<file path="config.mk">
export PLATFORM = sky130hd
export DESIGN_NAME = complex_alu
export DESIGN_NICKNAME = d
export VERILOG_FILES = /design/src/rtl/complex_alu_pkg.sv /design/src/rtl/complex_alu_mul.sv /design/src/rtl/complex_alu.sv
export SDC_FILE = /design/constraint.sdc
export NUM_CORES = 1
export LEC_CHECK = 0
export BUFFER_PORTS_ARGS = -buffer_cell sky130_fd_sc_hd__buf_2
export CAP_MARGIN = 10
export CORE_UTILIZATION = 45
export CTS_CLUSTER_SIZE = 14
export DETAILED_ROUTE_END_ITERATION = 10
export MAX_ROUTING_LAYER = met4
export SLEW_MARGIN = 20
export SYNTH_ARGS = -nofsm -noshare
export SYNTH_HDL_FRONTEND = slang
export SYNTH_SLANG_ARGS = --single-unit
</file>
<file path="constraint.sdc">
create_clock -name clk -period 6.04 [get_ports clk]
set_input_delay 1.208 -clock clk [delete_from_list [all_inputs] [get_ports clk]]
set_output_delay 1.208 -clock clk [all_outputs]
set_load 0.1 [all_outputs]
</file>
<file path="src/rtl/complex_alu_pkg.sv">
// Shared types, opcodes and packing helpers for the complex-number ALU.
// Latency: n/a (declarations only).
// Backpressure: n/a (declarations only).
package complex_alu_pkg;

  localparam int DW_DEF = 8;   // operand component width
  localparam int RW_DEF = 24;  // result component width, >= 2*DW_DEF+1

  localparam logic [1:0] OP_ADD = 2'b00;
  localparam logic [1:0] OP_SUB = 2'b01;
  localparam logic [1:0] OP_MUL = 2'b10;
  localparam logic [1:0] OP_RSV = 2'b11;

  typedef enum logic [1:0] {
    IDLE = 2'd0,
    EXEC = 2'd1,
    MUL2 = 2'd2
  } state_e;

  // Operand word as carried on m1/m2: real in the upper half, imag in the lower.
  typedef struct packed {
    logic [DW_DEF-1:0] re;
    logic [DW_DEF-1:0] im;
  } cplx_op_t;

  function automatic cplx_op_t unpack_op(input logic [2*DW_DEF-1:0] w);
    cplx_op_t c;
    c.re = w[2*DW_DEF-1:DW_DEF];
    c.im = w[DW_DEF-1:0];
    return c;
  endfunction

  function automatic logic [2*RW_DEF-1:0] pack_res(input logic [RW_DEF-1:0] re,
                                                   input logic [RW_DEF-1:0] im);
    return {re, im};
  endfunction

endpackage

</file>
<file path="src/rtl/complex_alu_mul.sv">
// Complex multiply: four partial products registered on load_i, combined combinationally.
// Latency: products valid one edge after load_i; re_o/im_o follow the product registers.
// Backpressure: none; the controller decides when the combined value is consumed.
module complex_alu_mul
  import complex_alu_pkg::*;
#(
  parameter int DW = DW_DEF,
  parameter int RW = RW_DEF
) (
  input  logic                 clk,
  input  logic                 rst,
  input  logic                 load_i,
  input  logic signed [DW-1:0] ar_i,
  input  logic signed [DW-1:0] ai_i,
  input  logic signed [DW-1:0] br_i,
  input  logic signed [DW-1:0] bi_i,
  output logic signed [RW-1:0] re_o,
  output logic signed [RW-1:0] im_o
);

  localparam int PW = 2 * DW;  // exact signed product width
  localparam int SW = PW + 1;  // sum/difference of two products

  logic signed [PW-1:0] p_rr_q, p_ii_q, p_ri_q, p_ir_q;
  logic signed [PW-1:0] p_rr_d, p_ii_d, p_ri_d, p_ir_d;
  logic signed [SW-1:0] re_s, im_s;

  // Operands widened before multiplying so the product is computed at full width.
  always_comb begin
    p_rr_d = PW'(ar_i) * PW'(br_i);
    p_ii_d = PW'(ai_i) * PW'(bi_i);
    p_ri_d = PW'(ar_i) * PW'(bi_i);
    p_ir_d = PW'(ai_i) * PW'(br_i);
  end

  // Product registers, captured only when the FSM is in EXEC with a multiply.
  always_ff @(posedge clk) begin
    if (rst) begin
      p_rr_q <= '0;
      p_ii_q <= '0;
      p_ri_q <= '0;
      p_ir_q <= '0;
    end else if (load_i) begin
      p_rr_q <= p_rr_d;
      p_ii_q <= p_ii_d;
      p_ri_q <= p_ri_d;
      p_ir_q <= p_ir_d;
    end
  end

  // Combine in SW bits (-128*-128 twice reaches +32768), then sign-extend.
  always_comb begin
    re_s = SW'(p_rr_q) - SW'(p_ii_q);
    im_s = SW'(p_ri_q) + SW'(p_ir_q);
    re_o = RW'(re_s);
    im_o = RW'(im_s);
  end

endmodule

</file>
<file path="src/rtl/complex_alu.sv">
// Registered complex add/sub/mul on packed 8+8-bit operands, 24+24-bit result.
// Latency: add/sub/reserved 1 edge after acceptance, multiply 2 edges.
// Backpressure: start is only honoured in IDLE; requests while busy are silently ignored.
module complex_alu
  import complex_alu_pkg::*;
#(
  parameter int DW = DW_DEF,
  parameter int RW = RW_DEF
) (
  input  logic            clk,
  input  logic            rst,
  input  logic [1:0]      operation,
  input  logic            a_valid,
  input  logic            b_valid,
  input  logic            start,
  input  logic [2*DW-1:0] m1,
  input  logic [2*DW-1:0] m2,
  output logic            valid,
  output logic            error,
  output logic [2*RW-1:0] result
);

  state_e          state_q, state_d;
  logic [2*DW-1:0] a_q, a_d, b_q, b_d;
  logic [1:0]      op_q, op_d;
  logic            valid_q, valid_d;
  logic            error_q, error_d;
  logic [2*RW-1:0] result_q, result_d;
  logic            mul_load;

  cplx_op_t             a_c, b_c;
  logic signed [RW-1:0] add_re, add_im, sub_re, sub_im;
  logic signed [RW-1:0] mul_re, mul_im;

  // Add/sub path works on the latched operands, so input changes after acceptance are harmless.
  always_comb begin
    a_c    = unpack_op(a_q);
    b_c    = unpack_op(b_q);
    add_re = RW'($signed(a_c.re)) + RW'($signed(b_c.re));
    add_im = RW'($signed(a_c.im)) + RW'($signed(b_c.im));
    sub_re = RW'($signed(a_c.re)) - RW'($signed(b_c.re));
    sub_im = RW'($signed(a_c.im)) - RW'($signed(b_c.im));
  end

  complex_alu_mul #(
    .DW(DW),
    .RW(RW)
  ) u_mul (
    .clk    (clk),
    .rst    (rst),
    .load_i (mul_load),
    .ar_i   ($signed(a_c.re)),
    .ai_i   ($signed(a_c.im)),
    .br_i   ($signed(b_c.re)),
    .bi_i   ($signed(b_c.im)),
    .re_o   (mul_re),
    .im_o   (mul_im)
  );

  // Next-state, operand latching and output computation.
  always_comb begin
    state_d  = state_q;
    a_d      = a_q;
    b_d      = b_q;
    op_d     = op_q;
    valid_d  = 1'b0;
    error_d  = 1'b0;
    result_d = result_q;
    mul_load = 1'b0;
    unique case (state_q)
      IDLE: begin
        if (start) begin
          if (a_valid && b_valid) begin
            a_d     = m1;
            b_d     = m2;
            op_d    = operation;
            state_d = EXEC;
          end else begin
            error_d = 1'b1;
          end
        end
      end
      EXEC: begin
        unique case (op_q)
          OP_ADD: begin
            result_d = pack_res(add_re, add_im);
            valid_d  = 1'b1;
            state_d  = IDLE;
          end
          OP_SUB: begin
            result_d = pack_res(sub_re, sub_im);
            valid_d  = 1'b1;
            state_d  = IDLE;
          end
          OP_MUL: begin
            mul_load = 1'b1;
            state_d  = MUL2;
          end
          default: begin
            // Reserved opcode completes immediately with a zero result and both pulses.
            result_d = '0;
            valid_d  = 1'b1;
            error_d  = 1'b1;
            state_d  = IDLE;
          end
        endcase
      end
      MUL2: begin
        result_d = pack_res(mul_re, mul_im);
        valid_d  = 1'b1;
        state_d  = IDLE;
      end
      default: state_d = IDLE;
    endcase
  end

  // State, latched operands and output registers; reset aborts any operation silently.
  always_ff @(posedge clk) begin
    if (rst) begin
      state_q  <= IDLE;
      a_q      <= '0;
      b_q      <= '0;
      op_q     <= OP_ADD;
      valid_q  <= 1'b0;
      error_q  <= 1'b0;
      result_q <= '0;
    end else begin
      state_q  <= state_d;
      a_q      <= a_d;
      b_q      <= b_d;
      op_q     <= op_d;
      valid_q  <= valid_d;
      error_q  <= error_d;
      result_q <= result_d;
    end
  end

  assign valid  = valid_q;
  assign error  = error_q;
  assign result = result_q;

endmodule

</file>
# == Word-level counts from Yosys, hierarchy flattened ==
# Cells that the tools add are included.
# totals
reg_bits,150
latchBits,0
ramBits,0
rom_bits,0
input_bits,39
elab_cells,50
mem_count,0
# op_classes
add_sub_neg,6
n_mul,4
n_div,0
n_lt_le_gt_ge,0
n_eq_ne,7
shift,0
muxes,14
bitwise_logic,0
reduce_logical,8
# op_table
cell,n
$pmux W48 S3,1
$pmux W48 S2,1
$mul A8 B8 Y16,4
$add A8 B8 Y9,2
$sub A8 B8 Y9,2
$add A16 B16 Y17,1
$sub A16 B16 Y17,1
$mux W1,6
$mux W2,3
$ne A2 B2 Y1 const B,3
$eq A2 B1 Y1 const B,2
$eq A2 B2 Y1 const B,2
$logic_not A2 Y1,2
$pmux W1 S2,2
$pmux W2 S2,1
$reduce_and A2 Y1,2
$reduce_and A3 Y1,1
$reduce_or A3 Y1,1
$reduce_bool A2 Y1,1
$logic_and A1 B1 Y1,1

# == Longest topological paths before layout ==
# Gate-level depths: netlist (run 1).
# depth
ltp_word,4
depth_mapped,20
ltp_nobuf,18

# == Cells and area by module ==
# From an unflattened synthesis (run 1), not the netlist that was laid out.
# hier_totals
cells_unflattened,2178
area_unflattened_um2,18460.2
# modules_own_cells
module,n_inst,cells_each,area_per_inst_um2
complex_alu_mul,1,1600,13730.7
complex_alu,1,578,4729.5

# == Worst setup path before layout (run 1) ==
# No wires, ideal clock.
# synth_path
path_type,register to register
startpoint,"register b_q[2], in the netlist b_c[2]"
endpoint,register u_mul.p_ii_q[15]
arrival_time_ns,4.816
setup_slack_ns,1.133
path_stages_with_launch,19
synth_period_minus_slack_ns,4.907
path_cell_list,dfxtp_1 -> clkbuf_1 -> clkbuf_1 -> nand2_1 -> fa_1 -> fa_1 -> inv_1 -> fa_1 -> inv_1 -> fa_1 -> inv_1 -> ha_1 -> clkbuf_2 -> nor2b_1 -> o41ai_1 -> and2b_1 -> a21oi_1 -> or3_1 -> a311oi_1
# synth_between
elab_chain_len,1
# synth_lines
element,line,text
"start, declared",complex_alu.sv:24,"logic [2*DW-1:0] a_q, a_d, b_q, b_d;"
"start signal, assigned",complex_alu.sv:122,b_q <= '0;
"start signal, assigned",complex_alu.sv:130,b_q <= b_d;
$mul A8 B8 Y16,complex_alu_mul.sv:31,p_ii_d = PW'(ai_i) * PW'(bi_i);
"end signal, assigned",complex_alu_mul.sv:45,p_ii_q <= p_ii_d;
"end, declared",complex_alu_mul.sv:24,"logic signed [PW-1:0] p_rr_q, p_ii_q, p_ri_q, p_ir_q;"
# No other way between the ends.
# A chain may end at the register's enable or synchronous reset.

# == Worst setup path after layout (run 1) ==
# layout_path
startpoint,"register b_q[2], in the netlist b_c[2]"
endpoint,register u_mul.p_ri_q[15]
# layout_between
elab_chain_len,1
# layout_lines
element,line,text
$mul A8 B8 Y16,complex_alu_mul.sv:32,p_ri_d = PW'(ar_i) * PW'(bi_i);
"end signal, assigned",complex_alu_mul.sv:46,p_ri_q <= p_ri_d;
"end, declared",complex_alu_mul.sv:24,
# No other way between the ends.

==> impl_metrics.py, run 1 <==
metrics = {
    "status": {
        "outcome": "complete, no violations",
    },
    "die": {
        "io-pin-count": 89,
        "die_h_um": 200,
        "initial_core_util_pct": 45.6,
        "core_um2": 38600,
        "die_w_um": 200,
        "dieArea_um2": 40000,
        "rows": 72,
    },
    "hold_path": {
        "hold_class": "flip-flop to flip-flop",
        "whs_path_depth": 2,
    },
    "critical_path": {
        "worst-path-max-fanout": 22,
        "cp.required_ns": 6.40,
        "endpoint_kind": "flip-flop",
        "crit_family": "adder cells",
        "reg2reg_depth": 15,
        "start_kind": "flip-flop",
        "critPathMaxStageDelay_ns": 0.88,
        "slowest_stage": "dfxtp_1",
        "crit_cells": 15,
        "arrival_ns": 5.71,
        "crit_type": "flip-flop to flip-flop",
        "critPathBufInv": 3,
        "cpMostUsedCell": "fa_1",
        "crit_path_cell_trace": "nand2_1, fa_1, fa_1, inv_1, fa_1, inv_1, fa_1, inv_1, ha_1, nand4_1, nor3_1, o41ai_1, a21oi_1, or3_1, a311oi_1",
    },
    "synth": {
        "ys_seq_area_share_pct": 15.4,
        "ys_warn_count": 0,
        "synth_edf_count": 0,
        "syn_area_um2": 17600,
        "yosysTopAreaCell": "fa_1",
        "synth_top_area_share_pct": 25.4,
        "synth_nets": 2556,
        "synth_ff_type": "dfxtp_1",
        "ys_top_cells_by_area": "fa_1 (25%), dfxtp_1 (15%), ha_1 (12%)",
        "async_reset_ff_share_pct": 0,
        "synth.most_common_cell": "inv_1",
        "synthCells": 2122,
        "ys_top_cells_by_count": "inv_1 (356), nand2_1 (252), fa_1 (224), ha_1 (171), and2_1 (153)",
        "synth_cell_type_count": 74,
        "synth-seq-cells": 136,
        "avgSynthCellArea_um2": 8.31,
    },
    "timing": {
        "finalSetupTns_ns": 0,
        "min_period_ns": 5.35,
        "setup_slack_ns": 0.687,
        "clock_skew_ns": 0.00962,
        "setup_violations": 0,
        "hold_viol_final": 0,
        "rsz0062_at_grt": "false",
        "finalCritPeriodShare_pct": 88.6,
        "finalMaxSlewViolations": 0,
        "tightest_slew_ns": 0.956,
        "relSlewSlack_pct": 36.2,
        "fmax_mhz": 187,
    },
    "placed_design": {
        "placed_area_um2": 18400,
        "place_congestion": 0.883,
        "post-dp-hpwl_um": 34500,
        "place_ws_ns": 0.741,
        "io_buffers": 88,
    },
    "power_and_ir_drop": {
        "intPower_w": 0.00165,
        "switchingPower_w": 0.000936,
        "netSwitchingFraction_pct": 36.2,
        "comb_power_share_pct": 23.8,
        "pwr-share-clk_pct": 38.6,
        "p_per_area_nw_per_um2": 137,
        "power_leakage_nw": 8.92,
        "seq_power_share_pct": 37.6,
        "peakVddDrop_uv": 217,
    },
    "clocking": {
        "root_buffer": "clkbuf_16",
        "clock_latency_ns": 0.46,
        "clock-sinks": 136,
        "h-tree-depth": 4,
        "cts_buffers": 17,
        "clockBufferDepth": 2,
        "post_cts_resized": 0,
        "cts_tree": "yes",
        "cts_setup_buffers": 0,
        "path_clk_slew_ns": 0.07,
        "hold_buffers": 0,
    },
    "detailed_routing": {
        "firstDrtPassIters": 5,
        "viasPerCell": 5.30,
        "vias": 14200,
        "wirelength_um": 44700,
        "ant_nets": 0,
        "drt_iter0_drc": 886,
        "drc": 0,
        "avgRoutedWirePerCell_um": 16.7,
    },
    "global_routing": {
        "grt_remaining_overflow": 0,
        "grt_max_degree": 74,
        "grt.total_usage_pct": 24.5,
        "grt_pass1_vias": 13800,
        "antenna_found_initial": 0,
        "grt_pass1_wl_um": 72900,
    },
    "final_layout": {
        "nFillCells": 3752,
        "final_layout_size_suffix_gt1_share_pct": 7.75,
        "fin_nets": 2577,
        "antenna_cells": 0,
        "final_area_um2": 18900,
        "area_growth_pct": 7.50,
    },
    "flow_run": {
        "cap_violations": 0,
    },
}
tightest hold or removal path: stages (launching register included):
cell and delay [ns]:
dfxtp_1 0.31, nand2_1 0.05, a21oi_1 0.05
cells by family after synthesis:
group                    count (synthesis)  share of synthesized area (%)
adder cells (fa/ha/maj)                395                           37.6
multiplexers                             9                          0.561
buffers and inverters                  468                           10.5
flip-flops                             136                           15.4
XOR/XNOR                                93                           4.66
AO/OA/AOI/OAI                          349                           12.7
AND/OR/NAND/NOR                        672                           18.6
metrics by stage:
stage	hold WS [ns]	utilization, %	total power [W]	instances
2_1_floorplan	0.432	-	0.00146	2122
3_3_place_gp	0.446	47.6	0.00160	2642
3_5_place_dp	0.450	47.6	0.00160	2642
4_1_cts	0.458	49.0	0.00260	2674
5_1_grt	0.480	49.0	0.00270	2674
6_report	0.457	49.0	0.00259	2674
state kept, by name (all words and copies together) (netlist names):
signal / cells
result: 34
u_mul.p_ii_q: 16
u_mul.p_ir_q: 16
a_c: 16
op_q: 2
state_q: 2
b_c: 16
u_mul.p_rr_q: 16
error: 1
valid: 1
u_mul.p_ri_q: 16
layer usage:
metal,track usage [%],wire (µm),vias to the layer above
met4,6.98,976,0
met3,3.93,2620,47
met1,33.5,21200,6933
met5,-,0,-
met2,37.5,19900,379
li1,-,-,6813
final timing paths:
kind | startpoint | to | slack (ns)
setup reg to reg | b_c[2] | u_mul.p_ri_q[15] | 0.69
hold / removal | u_mul.p_ii_q[4] | u_mul.p_ii_q[4] | 0.46
setup / recovery | b_c[2] | u_mul.p_ri_q[15] | 0.69
hold reg to reg | u_mul.p_ii_q[4] | u_mul.p_ii_q[4] | 0.46
layout make-up:
class | count | area, µm² | share of cell area, %
multi-input combinational | 1518 | 13100 | 69.0
sequential | 136 | 2720 | 14.4
clock inverter | 13 | 97.6 | 0.515
inverter | 357 | 1340 | 7.07
timing repair buffer | 113 | 631 | 3.33
tap | 518 | 648 | 3.42
clock buffer | 19 | 443 | 2.34
power groups by stage:
stage	Combinational [W]	Sequential (W)	Clock, W
6_report	0.000615	0.000973	0.00100
5_1_grt	0.000668	0.000978	0.00106
4_1_cts	0.000613	0.000973	0.00102
3_5_place_dp	0.000609	0.000993	0
3_3_place_gp	0.000604	0.000991	0
2_1_floorplan	0.000382	0.00108	0
placed cells by master, fill, tap and decap left out, drive strengths merged, types with 6 or more instances in the layout:
cell type and count:
clkinv 7, or3 11, o211ai 6, xor2 18
ha 171, dfxtp 136, xnor2 75, a211oi 35
and2 153, a221o 11, a21o 18, mux2 7
clkbuf 19, nor2b 38, a21oi 141, nand4 12
a31oi 9, nor2 116, buf 113, inv 359
o21a 11, nand2 252, a22oi 6, o21ai 59
nand3 19, fa 224, nor3 26, nand2b 20
a311oi 9
Note: power is estimated with default switching activity, not from simulation.
==> run 2, diff against run 1 <==
Settings changed: CORE_UTILIZATION 45 to 52, PLACE_DENSITY set to 0.69.
==> run 2 against run 1 <==
Compared with the run above: sequential share of layout area increased by 0.071 points; sequential power about the same; worst setup slack improved by 0.061 ns; non-clock buffer count decreased by 6; wire length decreased by 2.8%; critical path type unchanged; critical path depth increased by 1; global-route usage increased by 2.9 points.
==> impl_metrics.py, run 2 (synthesized netlist as in run 1, its figures left out) <==
metrics = {
    "status": {
        "outcome": "complete, no violations",
    },
    "clocking": {
        "root_buffer": "clkbuf_16",
        "clock_latency_ns": 0.45,
        "clock-sinks": 136,
        "post_cts_resized": 0,
        "path_clk_slew_ns": 0.06,
        "clockBufferDepth": 2,
        "cts_tree": "yes",
        "hold_buffers": 0,
        "cts_buffers": 17,
        "cts_setup_buffers": 0,
        "h-tree-depth": 4,
    },
    "timing": {
        "relSlewSlack_pct": 33.7,
        "setup_violations": 0,
        "min_period_ns": 5.29,
        "setup_slack_ns": 0.749,
        "hold_viol_final": 0,
        "rsz0062_at_grt": "false",
        "tightest_slew_ns": 0.993,
        "finalSetupTns_ns": 0,
        "clock_skew_ns": 0.0115,
        "fmax_mhz": 189,
        "finalMaxSlewViolations": 0,
        "finalCritPeriodShare_pct": 87.6,
    },
    "critical_path": {
        "r2r_slack_ns": 0.75,
        "reg2reg_depth": 16,
        "r2r_end": "u_mul.p_ii_q[15]",
        "r2r-start": "b_c[2]",
        "crit_type": "flip-flop to flip-flop",
        "cp.required_ns": 6.40,
        "worst-path-max-fanout": 22,
        "endpoint_kind": "flip-flop",
        "arrival_ns": 5.65,
        "critPathLaunch": "b_c[2]",
        "start_kind": "flip-flop",
    },
    "final_layout": {
        "mostFrequentLayoutCells": "inv_1 (356), nand2_1 (252), fa_1 (224)",
        "regArea_um2": 2720,
        "area_growth_pct": 6.96,
        "final_layout_size_suffix_gt1_share_pct": 7.44,
        "mostFrequentLayoutCell": "inv_1",
        "multi_input_area_um2": 13100,
        "fin_nets": 2571,
        "largest_register_ffs": 34,
        "nFillCells": 3088,
    },
    "die": {
        "io-pin-count": 89,
        "core_um2": 33400,
        "die_w_um": 186,
        "initial_core_util_pct": 52.7,
        "dieArea_um2": 34600,
        "die_h_um": 186,
        "rows": 67,
    },
    "detailed_routing": {
        "drt_iter0_drc": 913,
        "drc": 0,
        "ant_nets": 0,
        "vias": 14300,
        "avgRoutedWirePerCell_um": 16.7,
        "wirelength_um": 43500,
        "viasPerCell": 5.50,
        "firstDrtPassIters": 5,
    },
    "flow_run": {
        "cap_violations": 0,
    },
    "global_routing": {
        "grt.total_usage_pct": 27.5,
        "grt_pass1_vias": 13900,
        "grt_remaining_overflow": 0,
        "grt_max_degree": 82,
        "antenna_found_initial": 1,
        "grt_pass1_wl_um": 71600,
    },
    "placed_design": {
        "place_congestion": 0.875,
        "post-dp-hpwl_um": 33400,
        "io_buffers": 88,
        "place_ws_ns": 0.797,
    },
    "power_and_ir_drop": {
        "p_per_area_nw_per_um2": 141,
        "power_leakage_nw": 8.91,
        "peakVddDrop_uv": 213,
    },
    "hold_path": {
        "whs_path_depth": 2,
        "hold_end": "u_mul.p_ir_q[0]",
        "hold_class": "flip-flop to flip-flop",
        "worstHoldStart": "u_mul.p_ir_q[0]",
    },
}
[run 2: how the worst max path moves through the flow]
stage / end / slack, ns / depth (start not counted)
finish: u_mul.p_ii_q[15] / 0.75 / 16
global route: u_mul.p_ri_q[15] / 0.41 / 15
CTS: u_mul.p_ii_q[15] / 0.77 / 16
detailed placement: u_mul.p_ii_q[15] / 0.80 / 16
global placement: u_mul.p_ii_q[15] / 0.89 / 15
floorplan: u_mul.p_ii_q[15] / 1.13 / 18
[run 2: worst max-delay path, cell delays in order, from the launching register on]
cell and delay, ns:
dfxtp_1 0.90, nand2_1 0.29, fa_1 0.48, fa_1 0.55, inv_1 0.05, fa_1 0.52, inv_1 0.05, fa_1 0.47
inv_1 0.04, ha_1 0.36, a21oi_1 0.23, nor2b_1 0.07, o41ai_1 0.33, and2b_1 0.20, a21oi_1 0.08, or3_1 0.34
a311oi_1 0.24
[run 2: area by class of cell]
class / instances / area share [%]
multi-input combinational: 1518 / 69.3
sequential: 136 / 14.4
inverter: 357 / 7.11
timing repair buffer: 107 / 3.11
tap: 448 / 2.97
clock buffer: 19 / 2.30
clock inverter: 13 / 0.763
antenna: 1 / 0.0133
[run 2: per-layer routing]
metal | GRT usage, % | wire (µm) | up-vias
met5 | - | 0 | -
met3 | 4.44 | 2850 | 38
li1 | - | - | 6806
met2 | 42.8 | 19600 | 478
met1 | 37.6 | 20400 | 6982
met4 | 6.03 | 587 | 0
[run 2: metrics by stage]
step                hold WS (ns)  util (%)  power (W)  cell area (µm²)  cells
floorplan                  0.432         -    0.00146            17600   2122
CTS                        0.462      56.4    0.00266            18900   2598
global route               0.477      56.4    0.00276            18900   2599
global placement           0.446      54.6    0.00158            18300   2566
finish                     0.458      56.4    0.00265            18900   2599
detailed placement         0.453      54.6    0.00159            18300   2566
[run 2: where the power goes]
part           switching [W]  leakage (nW)  total [W]  internal [W]
Combinational       0.000420          7.54   0.000611      0.000191
Sequential         0.0000506          1.10   0.000972      0.000922
Clock               0.000459         0.271    0.00107      0.000611
